File: src/rtl/alu_wb_buffer.sv
// Writeback-side result queue for the ALU. It accepts one result per cycle and
// presents the oldest entry first-word-fall-through to a valid/ack writeback port.
module alu_wb_buffer #(
    parameter int XLEN          = 64,
    parameter int DEPTH         = 4,
    parameter int TRANS_ID_BITS = 3
) (
    input  logic                       clk_i,
    input  logic                       rst_i,
    input  logic                       flush_i,
    input  logic                       alu_valid_i,
    input  logic [TRANS_ID_BITS-1:0]   alu_trans_id_i,
    input  logic [XLEN-1:0]            alu_result_i,
    input  logic                       alu_branch_res_i,
    output logic                       alu_ready_o,
    output logic                       drop_o,
    output logic                       wb_valid_o,
    output logic [TRANS_ID_BITS-1:0]   wb_trans_id_o,
    output logic [XLEN-1:0]            wb_result_o,
    output logic                       wb_branch_res_o,
    input  logic                       wb_ack_i,
    output logic [$clog2(DEPTH):0]     count_o
);

    localparam int PTR_W = $clog2(DEPTH);
    localparam int CNT_W = PTR_W + 1;
    localparam logic [CNT_W-1:0] FULL_COUNT = CNT_W'(DEPTH);

    logic [XLEN-1:0]          mem_result [DEPTH];
    logic [TRANS_ID_BITS-1:0] mem_id     [DEPTH];
    logic                     mem_br     [DEPTH];

    logic [PTR_W-1:0] wr_ptr;
    logic [PTR_W-1:0] rd_ptr;
    logic [CNT_W-1:0] count;
    logic             drop;
    logic             not_empty;
    logic             not_full;
    logic             push;
    logic             pop;

    // Readiness depends only on occupancy, so an ack never opens a slot in the same cycle.
    assign not_full  = (count != FULL_COUNT);
    assign not_empty = (count != '0);
    assign push      = alu_valid_i & not_full & ~flush_i;
    assign pop       = not_empty & wb_ack_i & ~flush_i;

    always_ff @(posedge clk_i or posedge rst_i) begin
        if (rst_i) begin
            wr_ptr <= '0;
            rd_ptr <= '0;
            count  <= '0;
            drop   <= 1'b0;
        end else begin
            drop <= alu_valid_i & ~not_full & ~flush_i;
            if (flush_i) begin
                wr_ptr <= '0;
                rd_ptr <= '0;
                count  <= '0;
            end else begin
                if (push) begin
                    wr_ptr <= wr_ptr + PTR_W'(1);
                end
                if (pop) begin
                    rd_ptr <= rd_ptr + PTR_W'(1);
                end
                unique case ({push, pop})
                    2'b10:   count <= count + CNT_W'(1);
                    2'b01:   count <= count - CNT_W'(1);
                    default: count <= count;
                endcase
            end
        end
    end

    // Storage is not reset; empty slots are never observable because outputs are gated by occupancy.
    always_ff @(posedge clk_i) begin
        if (push) begin
            mem_result[wr_ptr] <= alu_result_i;
            mem_id[wr_ptr]     <= alu_trans_id_i;
            mem_br[wr_ptr]     <= alu_branch_res_i;
        end
    end

    always_comb begin
        wb_trans_id_o   = '0;
        wb_result_o     = '0;
        wb_branch_res_o = 1'b0;
        if (not_empty) begin
            wb_trans_id_o   = mem_id[rd_ptr];
            wb_result_o     = mem_result[rd_ptr];
            wb_branch_res_o = mem_br[rd_ptr];
        end
    end

    assign alu_ready_o = not_full;
    assign wb_valid_o  = not_empty;
    assign drop_o      = drop;
    assign count_o     = count;

endmodule

File: config.mk
export PLATFORM = sky130hd
export DESIGN_NAME = alu_wb_buffer
export DESIGN_NICKNAME = d
export VERILOG_FILES = /design/src/rtl/alu_wb_buffer.sv
export SDC_FILE = /design/constraint.sdc
export NUM_CORES = 1
export LEC_CHECK = 0
export ABC_AREA = 0
export ABC_CLOCK_PERIOD_IN_PS = 4000
export BUFFER_PORTS_ARGS = -buffer_cell sky130_fd_sc_hd__buf_2
export CORE_AREA = 2 2 142 144
export CTS_CLUSTER_SIZE = 16
export DETAILED_ROUTE_END_ITERATION = 10
export DIE_AREA = 0 0 144 146
export PLACE_DENSITY = 0.84
export SLEW_MARGIN = 20
export SYNTH_ARGS = -nofsm -noshare
export SYNTH_HDL_FRONTEND = slang
export SYNTH_SLANG_ARGS = --single-unit
File: constraint.sdc
create_clock -name clk_i -period 4 [get_ports clk_i]
set_input_delay 0.2 -clock clk_i [delete_from_list [all_inputs] [get_ports clk_i]]
set_output_delay 0.2 -clock clk_i [all_outputs]
set_load 0.005 [all_outputs]
==> flow_summary.ini, run 1 <==
[outcome]
outcome = completed

[global_route]
grt.total_usage_pct = 20.1
grt_pass1_vias = 6119
busiest_layer = met2
met2_usage_pct = 36.3
grt_max_degree = 72
grt_first_pass_wirelength_um = 32500
grt_antenna_before_repair = 1
grt-ovfl-total = 0
gr-usage-met3_pct = 3.88
use_met1_pct = 25.1

[synth]
synth_seq_area_share_pct = 76.6
synth.net_count = 582
syn-cell-area_sq_mm = 0.0109
ys_ff_latch = 280
syn_inst = 504
synth_cell_type_count = 35
syn_avg_cell_area_sq_um = 21.7
yosys_warnings = 0

[route]
wl_um = 20700
wl_per_cell_um = 20.6
drt_first_pass_iters = 5
final_antenna_net_count = 0
drt_iter0_drc = 357
via_count = 5565
drc = 0
avgViaCountPerCell = 5.54

[critical_path]
crit_arrival_ns = 2.77
cp-start-kind = flip-flop
worst-path-max-fanout = 41
reg2reg_depth = 9
crit-reg2reg-launch = count_o[1]
cp.required_ns = 3.80
worstSetupPathType = flip-flop to primary output
end_kind = primary output
reg2reg_slack_ns = 1.19
worstReg2RegEnd = count_o[1]

[cells_and_area]
mostFrequentLayoutCells = 272 x edfxtp_1, 146 x buf_2, 71 x dlygate4sd3_1
layout_commonest_cell = edfxtp_1
layout.cells.non_filler = 1005
fin_util_pct = 69.4
layout-drive-gt1-share_pct = 36.0
syn_to_final_growth_pct = 22.9
layout.nets = 801

[timing]
fin_ws_ns = 1.03
finalCritPeriodShare_pct = 74.2
slew_viol_final = 0
maxSlewHeadroom_pct = 28.6
hold_viol = 0
worst-slew-pin-transition_ns = 1.07
setup_tns_ns = 0
fmax_mhz = 337
rsz0062_at_grt = false
finalCriticalPeriod_ns = 2.97
setup_viol = 0
skew_ns = 0.00738
whs_ns = 0.0793

[cts]
post_cts_buffers = 0
cts_tree = done
clkTransAtPathRegs_ns = 0.06
cts_sinks = 280
numCtsBuffers = 27
htreeDepth = 1
cts_buffer_depth = 3
clock-root-buffer = clkbuf_16
worstSkewPairLatency_ns = 0.51

[place]
gp_congestion = 0.762
numPlacedInstances = 888
dp_slack_ns = 1.27
portBuffers = 146
dp_hpwl_um = 11000

[die]
core_area_sq_mm = 0.0193
start_util_pct = 56.5
io_pins = 147
dieArea_sq_mm = 0.0210
rows = 51
die_h_um = 146
die-width_um = 144

[worst_hold_path]
worstHoldStart = alu_valid_i
hp-class = input pin to flip-flop
worstHoldEndpoint = wr_ptr[1]
min_path_cells = 3

[flow_run]
cap_violations = 0

[power_and_ir_drop]
p_leak_nw = 4.68
p_per_area_mw_per_mm2 = 499
vdd_ir_drop_max_uv = 477
## worst max path at each step
| stage | endpoint | cells after the start | startpoint | slack [ns] |
|---|---|---|---|---|
| finish | wb_result_o[53] | 4 | rd_ptr[0] | 1.03 |
| floorplan | mem_br[0] | 3 | count_o[1] | 1.14 |
| global route | wb_result_o[53] | 4 | rd_ptr[0] | 0.83 |
| CTS | wb_result_o[53] | 4 | rd_ptr[0] | 0.94 |
| detailed placement | count_o[1] | 9 | count_o[1] | 1.27 |
| global placement | count_o[1] | 9 | count_o[1] | 1.34 |
## per-layer routing
metal / part of all wire (%) / routed length (um)
met1: 39 / 8080
met2: 53 / 11100
met3: 5.9 / 1230
met4: 1.6 / 335
met5: 0 / 0
## metrics by stage
stage / power [mW] / cell area [sq um]
after floorplan: 3.91 / 10900
after global placement: 4.14 / 11800
after detailed placement: 4.17 / 11800
after CTS: 6.75 / 13400
after global routing: 6.95 / 13400
final: 6.70 / 13400
## state kept, by name, indices dropped and copies added, names as in the netlist
register    flops
rd_ptr          2
drop_o          1
mem_result    256
mem_id         12
mem_br          4
count_o         3
wr_ptr          2
## critical path, stage by stage (launching register included)
cell     delay (ns)
dfrtp_4        1.00
buf_12         0.35
mux4_2         0.55
and2_1         0.19
buf_2          0.13
## area by class of cell
class | instances | area (sq um)
Clock inverter | 15 | 204
Multi-Input combinational cell | 191 | 2340
Fill cell | 1178 | 5910
Inverter | 4 | 15.0
Timing Repair Buffer | 219 | 1470
Sequential cell | 280 | 8380
Clock buffer | 30 | 687
Tap cell | 265 | 332
Antenna cell | 1 | 2.50
## cell families (layout without fill, tap and decap cells)
| kind of cell | Yosys count | in the layout | share of synthesized area, % |
|---|---|---|---|
| multiplexers | 69 | 69 | 14.1 |
| adder cells (fa/ha/maj) | 5 | 5 | 0.641 |
| AO/OA/AOI/OAI | 16 | 16 | 0.882 |
| XOR/XNOR | 3 | 3 | 0.309 |
| buffers and inverters | 33 | 268 | 2.07 |
| other | 0 | 1 | 0 |
| AND/OR/NAND/NOR | 98 | 98 | 5.39 |
| flip-flops | 280 | 280 | 76.6 |
## power by group
group	total, mW	internal [mW]	switching, mW
logic	0.754	0.409	0.345
clock network	2.54	1.55	0.990
registers	3.41	3.33	0.0829
total	6.70	5.29	1.42
## synth_stat cells
| library cell | n | share of area [%] |
|---|---|---|
| nor3_1 | 2 | 0.092 |
| nand3_1 | 2 | 0.092 |
| buf_6 | 10 | 1.0 |
| mux4_2 | 68 | 14 |
| xor2_2 | 1 | 0.15 |
| o21bai_1 | 1 | 0.069 |
| xnor2_1 | 1 | 0.080 |
| buf_8 | 1 | 0.14 |
| clkbuf_1 | 7 | 0.24 |
| inv_1 | 4 | 0.14 |
| nand2_2 | 1 | 0.057 |
| o21a_1 | 1 | 0.069 |
| a2111o_1 | 1 | 0.10 |
| nand2b_1 | 3 | 0.17 |
| or3b_1 | 1 | 0.080 |
| o22ai_1 | 1 | 0.057 |
| nand2_1 | 2 | 0.069 |
| nor2_1 | 9 | 0.31 |
| nand2_4 | 1 | 0.10 |
| xor2_1 | 1 | 0.080 |
| buf_4 | 1 | 0.069 |
| edfxtp_1 | 272 | 75 |
| nor3b_1 | 1 | 0.069 |
| a31oi_1 | 1 | 0.057 |
| a211oi_1 | 1 | 0.069 |
| or3_1 | 1 | 0.057 |
| a21oi_1 | 7 | 0.32 |
| and2_1 | 73 | 4.2 |
| ha_1 | 4 | 0.46 |
| nor2b_1 | 2 | 0.11 |
| buf_2 | 10 | 0.46 |
| fa_1 | 1 | 0.18 |
| dfrtp_1 | 8 | 1.8 |
| mux2_2 | 1 | 0.10 |
| o21ai_0 | 3 | 0.14 |
## repair_timing
action / CTS / global route
endpoints found under the hold margin: 286 / 0
hold buffers: 71 / 0
gates resized for setup: 0 / 0
No activity file was read; power rests on OpenSTA's default activity.
==> run 2, diff against run 1 <==
--- a/config.mk
+++ b/config.mk
@@ -6,7 +6,7 @@
 export NUM_CORES = 1
 export LEC_CHECK = 0
 export ABC_AREA = 0
-export ABC_CLOCK_PERIOD_IN_PS = 4000
+export ABC_CLOCK_PERIOD_IN_PS = 2950
 export BUFFER_PORTS_ARGS = -buffer_cell sky130_fd_sc_hd__buf_2
 export CORE_AREA = 2 2 142 144
 export CTS_CLUSTER_SIZE = 16
==> constraint.sdc (replaced) <==
create_clock -name clk_i -period 2.95 [get_ports clk_i]
set_input_delay 0.1475 -clock clk_i [delete_from_list [all_inputs] [get_ports clk_i]]
set_output_delay 0.1475 -clock clk_i [all_outputs]
set_load 0.005 [all_outputs]
==> run 2 against run 1 <==
Compared with the run above: clock-buffer cell count decreased by 1; final area increased by 0.74%; worst hold slack improved by 0.041 ns; critical path depth unchanged; first-iteration DRC count decreased by 7.3%; clock skew increased by 0.0093 ns; clock power increased by 27%; critical endpoint is now wb_result_o[46]; highest routed layer unchanged.
==> flow_summary.ini, run 2 (synthesis results as in run 1) <==
[critical_path]
cp_cell_sequence = or3_2 > buf_4 > and2_1 > buf_2
crit_path_start = count_o[1]
worstSetupPathType = flip-flop to primary output
worst-path-buf-inv = 2
crit_path_max_incr_delay_ns = 0.58
cp_top_family = simple AND/OR/NAND/NOR gates
crit_path_top_delay_cell = or3_2
worst-path-max-fanout = 70
crit_arrival_ns = 2.39
end_kind = primary output
crit-reg2reg-launch = count_o[1]
cp-start-kind = flip-flop
cp.required_ns = 2.80

[cells_and_area]
largest_reg_flops = 256
nFillCells = 1183
layout.nets = 815
top_register = mem_result
top_regs = mem_result: 256 flops, mem_id: 12 flops, mem_br: 4 flops
layout-drive-gt1-share_pct = 36.5
mostFrequentLayoutCells = 272 x edfxtp_1, 146 x buf_2, 72 x dlygate4sd3_1
syn_to_final_growth_pct = 23.8
layout_commonest_cell = edfxtp_1

[global_route]
grt_antenna_before_repair = 1
grt_first_pass_wirelength_um = 33200
grt.total_usage_pct = 20.6
grt_max_degree = 71
grt-ovfl-total = 0
grt_pass1_vias = 6207

[power_and_ir_drop]
p_switching_mw = 1.97
p_leak_nw = 4.75
p_comb_share_pct = 12.4
p_int_mw = 6.93
swShare_pct = 22.2
clock_power_share_pct = 36.3
vdd_ir_drop_max_uv = 561
p_seq_share_pct = 51.3
p_per_area_mw_per_mm2 = 658

[die]
start_util_pct = 56.5
die_h_um = 146
io_pins = 147
rows = 51
core_area_sq_mm = 0.0193
die-width_um = 144
dieArea_sq_mm = 0.0210

[timing]
finalCritPeriodShare_pct = 85.9
setup_tns_ns = 0
finalCriticalPeriod_ns = 2.53
hold_viol = 0
fmax_mhz = 395
rsz0062_at_grt = false
setup_viol = 0
worst-slew-pin-transition_ns = 0.679
slew_viol_final = 0
whs_ns = 0.120
maxSlewHeadroom_pct = 54.8
skew_ns = 0.0167

[route]
drt_first_pass_iters = 4
drc = 0
via_count = 5621
avgViaCountPerCell = 5.49
wl_per_cell_um = 20.7
final_antenna_net_count = 0
drt_iter0_drc = 331
wl_um = 21200

[flow_run]
cap_violations = 0

[place]
dp_hpwl_um = 12400
portBuffers = 146
gp_congestion = 0.827

[cts]
numCtsBuffers = 27
worstSkewPairLatency_ns = 0.53
cts_tree = done
cts_buffer_depth = 3
clkTransAtPathRegs_ns = 0.06
post_cts_buffers = 0
cts_resized = 0
clock-root-buffer = clkbuf_16
cts_sinks = 280
cts_hold_buffers = 72
htreeDepth = 1

[worst_hold_path]
hp-class = input pin to asynchronous set/reset pin

[outcome]
outcome = completed
## run 2: cell types whose count changed in the layout (fill, tap and decap cells not counted), sizes merged
cell and change:
clkinvlp -3, dlygate4sd3 +1, clkinv +11, inv +1, clkbuf -1, bufinv -3, buf +13
## run 2: path summary, 6_finish.rpt
check | end | cells past startpoint | slack, ns
max in group asynchronous | rd_ptr[0] | 3 | 2.54
min | count_o[2] | 3 | 0.12
max reg2reg | count_o[1] | 8 | 0.47
min reg2reg | wr_ptr[1] | 2 | 0.59
min in group clk_i | mem_result[2][11] | 2 | 0.37
max | wb_result_o[46] | 4 | 0.42
## run 2: cell type report
type                            instances  area, sq um  area share [%]
Sequential cell                       280         8380            61.9
Tap cell                              265          332            2.45
Inverter                                4         15.0           0.111
Clock inverter                         21          149            1.10
Clock buffer                           29          683            5.05
Multi-Input combinational cell        191         2340            17.3
Timing Repair Buffer                  233         1630            12.0
Antenna cell                            1         2.50          0.0185
## run 2: stage by stage
| step | util, % | worst slack (ns) | total power [mW] | std cells | cell area, sq um |
|---|---|---|---|---|---|
| final | 70.0 | 0.417 | 8.90 | 1024 | 13500 |
| after global routing | 69.9 | 0.341 | 9.23 | 1023 | 13500 |
| after CTS | 69.9 | 0.402 | 8.97 | 1023 | 13500 |
| after detailed placement | 61.9 | 0.536 | 5.68 | 901 | 12000 |
| after global placement | 61.9 | 0.702 | 5.64 | 901 | 12000 |
| after floorplan | - | 0.0870 | 5.30 | 504 | 10900 |
## run 2: power by group through the flow
stage	combinational, mW	sequential (mW)	clock [mW]
after floorplan	0.677	4.63	0
after global placement	1.01	4.63	0
after detailed placement	1.03	4.65	0
after CTS	1.12	4.56	3.29
after global routing	1.21	4.57	3.45
final	1.10	4.56	3.23
## run 2: worst reg2reg max path: cells and delay by family, from the launching register on
| kind | cells | cell delay [ns] |
|---|---|---|
| flops | 1 | 0.49 |
| simple gates | 4 | 0.81 |
| compound gates | 3 | 0.54 |
| fa+ha+maj | 1 | 0.53 |
## run 2: per-layer routing
metal  track usage [%]  up-vias  share of wire [%]
met5                 0        -                  0
li1                  -     2496                  -
met1              25.0     2900                 39
met3              5.40       39                6.4
met4              5.54        0                2.3
met2              36.5      186                 53
==> run 3, diff against run 2 <==
--- a/config.mk
+++ b/config.mk
@@ -12,7 +12,7 @@
 export CTS_CLUSTER_SIZE = 16
 export DETAILED_ROUTE_END_ITERATION = 10
 export DIE_AREA = 0 0 144 146
-export PLACE_DENSITY = 0.84
+export PLACE_DENSITY = 0.78
 export SLEW_MARGIN = 20
 export SYNTH_ARGS = -nofsm -noshare
 export SYNTH_HDL_FRONTEND = slang
==> run 3 against run 2 <==
Compared with the run above: worst hold slack improved by 0.0095 ns; maximum frequency fell by 2.6%; critical path depth did not move; critical endpoint is now wb_result_o[63].
==> flow_summary.ini, run 3 (synthesis results as in run 1) <==
[critical_path]
crit_path_top_delay_cell = dfrtp_4
cp.depth = 4
worst-path-buf-inv = 2
crit_path_start = rd_ptr[0]
reg2reg_slack_ns = 0.37
cp-endpoint = wb_result_o[63]
cp.required_ns = 2.80
crit_path_max_incr_delay_ns = 0.75
end_kind = primary output
cp_top_family = flip-flops
crit_arrival_ns = 2.45
cp_cell_sequence = buf_12 > mux4_2 > and2_1 > buf_2
worstReg2RegEnd = count_o[1]
worst-path-max-fanout = 23
reg2reg_depth = 8
crit-reg2reg-launch = count_o[1]
worstSetupPathType = flip-flop to primary output
cp-start-kind = flip-flop

[global_route]
grt_first_pass_wirelength_um = 33100
grt_antenna_before_repair = 0
grt_pass1_vias = 6161
grt_max_degree = 71
grt.total_usage_pct = 20.5
grt-ovfl-total = 0

[die]
dieArea_sq_mm = 0.0210
start_util_pct = 56.5
die_h_um = 146
io_pins = 147
core_area_sq_mm = 0.0193
die-width_um = 144
rows = 51

[place]
gp_congestion = 0.756
dp_hpwl_um = 12400
portBuffers = 146

[route]
wl_per_cell_um = 20.8
drt_first_pass_iters = 4
drt_iter0_drc = 355
drc = 0
via_count = 5634
wl_um = 21200
final_antenna_net_count = 0
avgViaCountPerCell = 5.53

[cts]
cts_hold_buffers = 72
numCtsBuffers = 27
worstSkewPairLatency_ns = 0.52
post_cts_buffers = 0
cts_resized = 0
cts_sinks = 280
cts_tree = done
cts_buffer_depth = 3
clkTransAtPathRegs_ns = 0.06
htreeDepth = 1
clock-root-buffer = clkbuf_16

[power_and_ir_drop]
vdd_ir_drop_max_uv = 489
p_leak_nw = 4.75
p_per_area_mw_per_mm2 = 656

[cells_and_area]
layout-drive-gt1-share_pct = 36.9
top_register = mem_result
syn_to_final_growth_pct = 23.7
fin_util_pct = 69.9
nFillCells = 1214
top_regs = mem_result: 256 flops, mem_id: 12 flops, mem_br: 4 flops
layout.nets = 813
mostFrequentLayoutCells = 272 x edfxtp_1, 146 x buf_2, 72 x dlygate4sd3_1
largest_reg_flops = 256
layout_commonest_cell = edfxtp_1
antenna_cells = 0

[worst_hold_path]
hp-class = input pin to asynchronous set/reset pin

[timing]
worst-slew-pin-transition_ns = 0.724
fmax_mhz = 384
rsz0062_at_grt = false
finalCritPeriodShare_pct = 88.2
finalCriticalPeriod_ns = 2.60
skew_ns = 0.00768
maxSlewHeadroom_pct = 51.7
hold_viol = 0
setup_viol = 0
slew_viol_final = 0
setup_tns_ns = 0

[outcome]
outcome = completed

[flow_run]
cap_violations = 0
-- run 3: changes by cell type in the layout (fill, tap and decap cells not counted) --
| cell | change |
|---|---|
| diode_2 | -1 |
| clkinv_1 | -11 |
| clkinv_4 | -1 |
| clkinv_2 | +3 |
| buf_4 | -4 |
| clkbuf_1 | +6 |
| buf_12 | +2 |
| bufinv_16 | -1 |
| clkbuf_8 | +2 |
-- run 3: worst min-delay path by stage --
stage,startpoint,slack [ns],end,depth (start not counted)
after floorplan,rst_i,-0.04,count_o[0],1
after global placement,rst_i,0.11,drop_o,2
after detailed placement,rst_i,0.13,drop_o,2
after CTS,rst_i,0.11,count_o[2],3
after global routing,rst_i,0.14,drop_o,3
final,rst_i,0.13,drop_o,3
-- run 3: cell type report --
type	count	area (sq um)	share of cell area (%)
clock inverters	11	83.8	0.620
clock buffers	37	733	5.42
flip-flops and latches	280	8380	62.0
multi-input cells	191	2340	17.3
well taps	265	332	2.45
inverters	4	15.0	0.111
repair buffers	231	1640	12.1
-- run 3: report_power, final --
group / internal, mW / switching, mW
combinational: 0.580 / 0.512
clock: 1.82 / 1.37
sequential: 4.51 / 0.0778
total: 6.91 / 1.96
-- run 3: stage by stage --
step	area, sq um	total power, mW	hold slack, ns	setup WS, ns	cells
floorplan	10900	5.30	-0.0368	0.0870	504
global placement	12000	5.66	0.114	0.708	899
detailed placement	12000	5.70	0.125	0.456	899
CTS	13500	8.95	0.106	0.290	1019
global route	13500	9.19	0.144	0.202	1019
finish	13500	8.87	0.129	0.349	1019
-- run 3: metal layers --
metal,vias to the layer above,share of wire [%],GRT usage [%]
li1,2487,-,-
met1,2897,39,26.5
met2,204,52,35.4
met3,46,5.6,3.92
met4,0,2.9,6.57
met5,-,0,0
-- run 3: worst register-to-register path, delay by kind of cell, from the launching register on --
kind / cells / cell delay, ns
AO/OA/AOI/OAI: 3 / 0.63
adder cells (fa/ha/maj): 1 / 0.54
flip-flops: 1 / 0.48
AND/OR/NAND/NOR: 4 / 0.83
